[src/rtl/idecode_fwd.sv]
// Instruction decode stage: register-file read with EX/MEM/WB operand forwarding,
// load-use and partial-write hazard detection, and stall/flush handling.
module idecode_fwd #(
    parameter int unsigned DATA_W = 32,
    parameter int unsigned IR_W   = 64,
    parameter int unsigned NREGS  = 16,
    parameter int unsigned BANK_W = 4,
    localparam int unsigned RA_W  = $clog2(NREGS)
) (
    input  logic              clk_i,
    input  logic              rst_i,
    input  logic [IR_W-1:0]   ir_i,
    input  logic [31:0]       pc_i,
    input  logic              valid_i,
    input  logic [BANK_W-1:0] bank_i,
    input  logic              stall_i,
    input  logic              flush_i,
    input  logic [1:0]        wb_we_i,
    input  logic [RA_W-1:0]   wb_addr_i,
    input  logic [DATA_W-1:0] wb_data_i,
    input  logic [1:0]        ex_we_i,
    input  logic [RA_W-1:0]   ex_addr_i,
    input  logic [DATA_W-1:0] ex_data_i,
    input  logic              ex_load_i,
    input  logic [1:0]        mem_we_i,
    input  logic [RA_W-1:0]   mem_addr_i,
    input  logic [DATA_W-1:0] mem_data_i,
    output logic [IR_W-1:0]   ir_o,
    output logic [31:0]       pc_o,
    output logic              valid_o,
    output logic [BANK_W-1:0] bank_o,
    output logic [1:0]        reg_write_o,
    output logic [RA_W-1:0]   dest_o,
    output logic              load_o,
    output logic [DATA_W-1:0] op1_o,
    output logic [DATA_W-1:0] op2_o,
    output logic              stall_o
);

    localparam int unsigned HALF_W = DATA_W / 2;

    localparam logic [3:0] T_CMP   = 4'h3;
    localparam logic [3:0] T_MOV   = 4'h4;
    localparam logic [3:0] T_INTU  = 4'h5;
    localparam logic [3:0] T_INT   = 4'h6;
    localparam logic [3:0] T_ALU   = 4'h9;
    localparam logic [3:0] T_LOAD  = 4'ha;
    localparam logic [3:0] T_STORE = 4'hb;
    localparam logic [3:0] T_LDI   = 4'he;

    logic [3:0]        ir_type;
    logic [1:0]        ir_op_lo;
    logic [RA_W-1:0]   ir_ra;
    logic [RA_W-1:0]   ir_rb;
    logic [RA_W-1:0]   ir_rc;

    logic [RA_W-1:0]   rs1_c;
    logic [RA_W-1:0]   rs2_c;
    logic [1:0]        dec_we_c;
    logic              dec_load_c;
    logic [DATA_W-1:0] op1_c;
    logic [DATA_W-1:0] op2_c;
    logic              hazard_c;

    logic [DATA_W-1:0] regs [NREGS];

    assign ir_type  = ir_i[31:28];
    assign ir_op_lo = ir_i[25:24];
    assign ir_ra    = ir_i[20 +: RA_W];
    assign ir_rb    = ir_i[16 +: RA_W];
    assign ir_rc    = ir_i[12 +: RA_W];

    function automatic logic hits(input logic [1:0] we, input logic [RA_W-1:0] addr,
                                  input logic [RA_W-1:0] src);
        return (we != 2'b00) && (addr == src);
    endfunction

    // Priority: full EX write, full MEM write, then WB halves merged over the register file.
    function automatic logic [DATA_W-1:0] resolve(input logic [RA_W-1:0] src);
        logic [DATA_W-1:0] val;
        val = regs[src];
        if (wb_we_i[0] && (wb_addr_i == src)) val[HALF_W-1:0] = wb_data_i[HALF_W-1:0];
        if (wb_we_i[1] && (wb_addr_i == src)) val[DATA_W-1:HALF_W] = wb_data_i[DATA_W-1:HALF_W];
        if (hits(mem_we_i, mem_addr_i, src) && (mem_we_i == 2'b11)) val = mem_data_i;
        if (hits(ex_we_i, ex_addr_i, src) && (ex_we_i == 2'b11)) val = ex_data_i;
        return val;
    endfunction

    // A source cannot be forwarded yet: pending load in EX or a half-width write in flight.
    function automatic logic src_hazard(input logic [RA_W-1:0] src);
        return (hits(ex_we_i, ex_addr_i, src) && (ex_load_i || (ex_we_i != 2'b11))) ||
               (hits(mem_we_i, mem_addr_i, src) && (mem_we_i != 2'b11));
    endfunction

    always_comb begin
        rs1_c      = ir_rb;
        rs2_c      = ir_rc;
        dec_we_c   = 2'b00;
        dec_load_c = (ir_type == T_LOAD);
        case (ir_type)
            T_INTU: begin
                rs1_c = ir_rb;
                rs2_c = ir_rb;
            end
            T_CMP, T_STORE, T_LOAD: begin
                rs1_c = ir_ra;
                rs2_c = ir_rb;
            end
            default: ;
        endcase
        case (ir_type)
            T_INTU, T_INT, T_LDI, T_LOAD, T_ALU: dec_we_c = 2'b11;
            T_MOV:                               dec_we_c = ir_op_lo;
            default:                             dec_we_c = 2'b00;
        endcase
    end

    always_comb begin
        op1_c    = resolve(rs1_c);
        op2_c    = resolve(rs2_c);
        hazard_c = valid_i && (src_hazard(rs1_c) || src_hazard(rs2_c));
    end

    assign stall_o = stall_i | (hazard_c & ~flush_i);

    // Register file: per-half synchronous write, keeps writing while the stage stalls.
    always_ff @(posedge clk_i) begin
        if (rst_i) begin
            for (int unsigned i = 0; i < NREGS; i++) regs[i] <= '0;
        end else begin
            if (wb_we_i[0]) regs[wb_addr_i][HALF_W-1:0] <= wb_data_i[HALF_W-1:0];
            if (wb_we_i[1]) regs[wb_addr_i][DATA_W-1:HALF_W] <= wb_data_i[DATA_W-1:HALF_W];
        end
    end

    always_ff @(posedge clk_i) begin
        if (rst_i) begin
            ir_o        <= '0;
            pc_o        <= '0;
            valid_o     <= 1'b0;
            bank_o      <= '0;
            reg_write_o <= 2'b00;
            dest_o      <= '0;
            load_o      <= 1'b0;
            op1_o       <= '0;
            op2_o       <= '0;
        end else if (flush_i) begin
            valid_o     <= 1'b0;
            reg_write_o <= 2'b00;
            load_o      <= 1'b0;
        end else if (!stall_i) begin
            if (hazard_c) begin
                valid_o     <= 1'b0;
                reg_write_o <= 2'b00;
                load_o      <= 1'b0;
            end else begin
                ir_o        <= ir_i;
                pc_o        <= pc_i;
                valid_o     <= valid_i;
                bank_o      <= bank_i;
                reg_write_o <= valid_i ? dec_we_c : 2'b00;
                dest_o      <= ir_ra;
                load_o      <= valid_i & dec_load_c;
                op1_o       <= op1_c;
                op2_o       <= op2_c;
            end
        end
    end

endmodule

[config.mk]
export PLATFORM = sky130hd
export DESIGN_NAME = idecode_fwd
export DESIGN_NICKNAME = d
export VERILOG_FILES = /design/src/rtl/idecode_fwd.sv
export SDC_FILE = /design/constraint.sdc
export NUM_CORES = 2
export LEC_CHECK = 0
export CORE_UTILIZATION = 52
export CTS_CLUSTER_DIAMETER = 40
export DETAILED_ROUTE_END_ITERATION = 6
export GPL_TIMING_DRIVEN = 0
export PLACE_DENSITY = 0.75
export SYNTH_ARGS = -nofsm -noshare
export SYNTH_HDL_FRONTEND = slang
export SYNTH_SLANG_ARGS = --single-unit
export TNS_END_PERCENT = 5
[constraint.sdc]
create_clock -name clk_i -period 2.9 [get_ports clk_i]
set_clock_uncertainty 0.2 [all_clocks]
set_input_delay 0.29 -clock clk_i [delete_from_list [all_inputs] [get_ports clk_i]]
set_output_delay 0.29 -clock clk_i [all_outputs]
set_load 0.02 [all_outputs]
== After elaboration in Yosys (flattened, before gate mapping) ==
Memory sizes are Yosys's and may differ from the RTL's.
Index checks and enable logic that the tools add are counted.
Operators by class
  equality and inequality tests: 18
  mux-type cells: 26
  bitwise gates (word level): 6
  reductions and logical operators: 29
Operators by type and width (count)
  $mux W32: 5
  $mux W16: 4
  $reduce_or A32 Y1: 1
  $eq A4 B4 Y1: 6
  $logic_and A1 B1 Y1: 17
  $eq A4 B4 Y1 const B: 4
  $eq A4 B3 Y1 const B: 3
  $mux W4: 3
  $mux W1: 10
  $mux W2: 3
  $reduce_or A5 Y1: 1
  $eq A2 B2 Y1 const B: 2
  $eq A4 B2 Y1 const B: 1
  $logic_or A1 B1 Y1: 4
  $ne A2 B2 Y1 const B: 2
  $pmux W2 S2: 1
  $reduce_bool A2 Y1: 2
  $reduce_or A4 Y1: 1
  $not A1 Y1: 3
  $reduce_and A3 Y1: 1
  $reduce_or A3 Y1: 1
  $and A1 B1 Y1: 2
  $reduce_or A2 Y1: 1
  $or A1 B1 Y1: 1
Storage, ports and cells
  flip-flop bits (word level): 172
  memory bits (writable): 512
  input bits: 220
  output and inout bits: 173
  logic and storage cells: 89
  memories kept: 1
Memories
  regs: depth 16, bits a word 32, rd ports 2, clocked after Yosys merged registers in 0, wr ports 16, RTL line 65  | logic [DATA_W-1:0] regs [NREGS];

== Longest topological paths before layout ==
  word-level depth: 11
  depth in mapped cells: 14
  depth with buffers taken out: 8

== Worst setup path after synthesis ==
No wires, ideal clock.
  path kind: input-to-output
  start point: in ir_i[28]
  end point: out stall_o
  arrival time: 2651 ps
  required time: 2410 ps
  slack: -241 ps
  cell stages on the path: 10
  path buffers: 2
  path through: buf_2 -> or2_1 -> buf_6 -> a211o_1 -> a211oi_1 -> o22ai_1 -> or3_1 -> a21oi_1 -> nor2_1 -> o31ai_1
Between the ends
  word-level cells in the longest chain between the ends: 11
  elaborated cells on any way between the ends: 26
  classes of those cells: eq/ne: 8; mux: 2; bitwise: 2; reduce/logical: 14
RTL lines
  from (decl): RTL line 12  | input logic [IR_W-1:0] ir_i,
  $eq A4 B4 Y1 (tied with other cells): RTL line 100  | case (ir_type)
  $reduce_or A4 Y1 (no source line) / $reduce_or A3 Y1 (equally long branches)
  $mux W4: RTL line 100
  $eq A4 B4 Y1: RTL line 75  | return (we != 2'b00) && (addr == src);
  $logic_and A1 B1 Y1: RTL line 75
  $logic_and A1 B1 Y1, on equally long branches: RTL line 91, 92
  $logic_or A1 B1 Y1: RTL line 91  | return (hits(ex_we_i, ex_addr_i, src) && (ex_load_i || (ex_we_i != 2'b11))) ||
  $logic_or A1 B1 Y1 *: RTL line 121  | hazard_c = valid_i && (src_hazard(rs1_c) || src_hazard(rs2_c));
  $logic_and A1 B1 Y1 *: RTL line 121
  $and A1 B1 Y1 *: RTL line 124  | assign stall_o = stall_i | (hazard_c & ~flush_i);
  $or A1 B1 Y1 *: RTL line 124
  to (decl): RTL line 37  | output logic stall_o
Mark *: on every way between the ends. The rest lies on a longest branch, timed or not.

==> results.sh <==
export IMPL_status="finished with violations"
export IMPL_violations="design-rule violations, negative hold slack, negative setup slack"
export IMPL_io_buffers=387
export IMPL_clk_latency_ns=0.71
export IMPL_cp_top_family="buffers and inverters"
export IMPL_synthFlopType="edfxtp_1"
export IMPL_drc=137
export IMPL_cpMostUsedCell="clkbuf_1"
export IMPL_syn_to_final_growth_pct=29.5
export IMPL_path_clk_slew_ns=0.06
export IMPL_vias=37390
export IMPL_synth_largest_area_cell="edfxtp_1"
export IMPL_cts_buffers=106
export IMPL_ios=393
export IMPL_synth_cells=3532
export IMPL_whs_ns=-0.0115
export IMPL_gp_congestion=1.07
export IMPL_instances_no_fill=5178
export IMPL_path_buf_inv=3
export IMPL_grt_max_degree=17
export IMPL_core_region_area_um2=71500
export IMPL_die_area_um2=73300
export IMPL_arrival_ns=3.53
export IMPL_critPathMaxStageDelay_ns=0.67
export IMPL_endpoint="regs[13][21]$_SDFFCE_PN0P_"
export IMPL_die_h_um=271
export IMPL_cts_root_buf="clkbuf_16"
export IMPL_place_ws_ns=-1.96
export IMPL_async_flop_share_pct=0
export IMPL_leakage_nw=17.1
export IMPL_slew_headroom_pct=32.0
export IMPL_yosys_warnings=0
export IMPL_drt_first_pass_iters=7
export IMPL_syn_num_nets=3752
export IMPL_stdcell_area_um2=48700
export IMPL_antenna_found_initial=16
export IMPL_avgRoutedWirePerCell_um=33.3
export IMPL_maxCapViolations=0
export IMPL_postLayoutCoreUtil_pct=68.1
export IMPL_yosysUniqueCellTypes=67
export IMPL_yosysSeqAreaShare_pct=49.9
export IMPL_ant_nets=0
export IMPL_via_per_inst=7.22
export IMPL_cp_cell_sequence="clkdlybuf4s50_1 -> clkbuf_1 -> nand2_1 -> nor2_2 -> clkbuf_1 -> and2_1"
export IMPL_rsz0062_at_grt="true"
export IMPL_worst_pin_slew_ns=1.02
export IMPL_cp_slowest_cell="clkbuf_1"
export IMPL_cts_path_max_buffers=3
export IMPL_die_w_um=271
export IMPL_grt_pass1_vias=35682
export IMPL_reg2reg_from="regs[14][17]$_SDFFCE_PN0P_"
export IMPL_placedInstanceArea_um2=43200
export IMPL_synth_seq_cells=680
export IMPL_fmax_mhz=315
export IMPL_timing_final_ws_setup_ns=-0.278
export IMPL_hold_class="primary input to flip-flop"
export IMPL_setup_viol=206
export IMPL_nNetsFinal=4341
export IMPL_h_tree_depth=3
export IMPL_netlist_top_cells_area="edfxtp_1, dfxtp_1, and2_1"
export IMPL_period_minus_slack_ns=3.18
export IMPL_rows=98
export IMPL_slew_viol_final=0
export IMPL_dp_cells=4894
export IMPL_worst_setup_path_type="primary input to flip-flop"
export IMPL_ff2ff_path_depth=6
export IMPL_syn_area_um2=37600
export IMPL_initial_core_util_pct=52.6
export IMPL_synth_edf_count=512
export IMPL_worst_path_stages=6
export IMPL_vdd_ir_drop_max_mv=0.491
export IMPL_routed_wl_mm=172
export IMPL_grt_util_all_layers_pct=45.4
export IMPL_grt_pass1_wl_mm=240
export IMPL_cp_max_fo=10
export IMPL_rrSetupSlack_ns=0.72
export IMPL_reg2reg_to="op2_o[17]$_SDFFE_PP0P_"
export IMPL_post_route_period_util_pct=110
export IMPL_drtIter0Drc=6837
export IMPL_power_total_mw=30.7
export IMPL_syn_area_per_cell_um2=10.6
export IMPL_drive_above_1_share_pct=18.0
export IMPL_cts_tree="built"
export IMPL_fillers=5444
export IMPL_grt_overflow_total=0
export IMPL_hpwl_mm=125
export IMPL_hold_viol=6
export IMPL_critPathLaunchType="primary input"
export IMPL_synth_top_area_share_pct=40.9
export IMPL_powerDensity_nw_per_um2=630
export IMPL_required_ns=3.25
export IMPL_startpoint="wb_addr_i[3]"
export IMPL_cp_end_kind="flip-flop"
export IMPL_finalSetupTns_ns=-24.22
export IMPL_cts_sinks=680
[logic make-up (layout without fill, tap and decap cells)]
kind of cell / after synthesis / after routing / share of synthesized area (%)
AOI/OAI and AO/OA: 1029 / 1029 / 18.9
xor gates and xnor gates: 10 / 10 / 0.273
buffers and inverters: 429 / 1110 / 4.62
DFF: 680 / 680 / 49.9
muxes: 132 / 132 / 7.78
other: 0 / 15 / 0
and+or+nand+nor: 1252 / 1252 / 18.6
[state kept, by name, summed over array words and instances, names as in the netlist]
register / cells
bank_o: 4
ir_o: 64
load_o: 1
op1_o: 32
op2_o: 32
pc_o: 32
reg_write_o: 2
regs: 512
valid_o: 1
[how the worst min path moves through the flow]
stage                     cells after the start                   from                endpoint  slack, ns
after floorplan                               2              bank_i[0]  bank_o[0]$_SDFFE_PP0P_       0.24
final                                         3               pc_i[30]   pc_o[30]$_SDFFE_PP0P_      -0.01
after CTS                                     3                pc_i[2]    pc_o[2]$_SDFFE_PP0P_     0.0008
after global placement                        2  ir_o[17]$_SDFFE_PP0P_   ir_o[17]$_SDFFE_PP0P_       0.25
after global routing                          3               ir_i[62]   ir_o[62]$_SDFFE_PP0P_       0.01
after detailed placement                      2  ir_o[36]$_SDFFE_PP0P_   ir_o[36]$_SDFFE_PP0P_       0.26
[layout by cell type (no fill, tap or decap), drive strengths merged, types with 66 or more instances in the layout]
cell	instances
clkbuf	445
a211oi	201
clkdlybuf4s50	375
dfxtp	168
a21oi	111
o31ai	136
mux4	128
nand3	172
nand2	243
and3	66
buf	155
o21ai	255
nand4	103
edfxtp	512
and2	517
[worst register-to-register path: stages, from the launching register on]
cell      delay (ns)
edfxtp_1        0.40
o21ai_0         0.09
a211oi_1        0.13
nor4_1          0.38
nand3_2         0.30
a221oi_1        0.40
o31ai_1         0.12
[repair_timing]
action | CTS | global route
cloned | 0 | 1
setup buffers | 16 | 11
gates resized for setup | 293 | 116
endpoints found under the setup margin | 384 | 537
hold buffers | 34 | 9
pin swaps | 15 | 23
hold endpoints to repair | 35 | 9
[where the power goes]
group	leakage, nW	total [mW]	internal [mW]	switching [mW]
clock	1.83	13.5	8.44	5.02
combinational	9.01	5.78	2.08	3.70
sequential	6.26	11.4	11.1	0.363
[layer usage]
metal | track usage, % | up-vias | part of all wire [%]
met4 | 29.1 | 8 | 8.0
li1 | - | 14923 | -
met2 | 66.4 | 3754 | 42
met3 | 21.7 | 946 | 17
met1 | 53.3 | 17759 | 33
met5 | 1.12 | - | 0.11
[synth_stat cells (12+ instances only)]
master / count
a22oi_1: 65
clkbuf_1: 316
and3_1: 66
a311oi_1: 32
nor4_1: 33
inv_1: 14
and2_1: 515
edfxtp_1: 512
mux4_2: 128
a21oi_1: 110
o311ai_0: 32
nand4_1: 103
o21ai_0: 242
a211oi_1: 198
o22ai_1: 33
nor3_1: 12
a221oi_1: 32
nand3_1: 172
o31ai_1: 136
a31oi_1: 32
a311o_1: 64
nor3b_1: 32
buf_2: 69
nor2_1: 36
dfxtp_1: 168
nand2_1: 242
o21ai_1: 13
buf_1: 21
[layout make-up]
type / count / area (um2) / area share, %
flip-flops and latches: 680 / 18700 / 38.5
multi-input cells: 2423 / 17800 / 36.6
repair buffers: 483 / 5010 / 10.3
clock buffers: 130 / 2910 / 5.98
plain buffers: 413 / 2080 / 4.28
well taps: 950 / 1190 / 2.44
clock inverters: 70 / 837 / 1.72
inverters: 14 / 52.6 / 0.108
diodes: 15 / 37.5 / 0.0771
(Power assumes the default switching activity.)
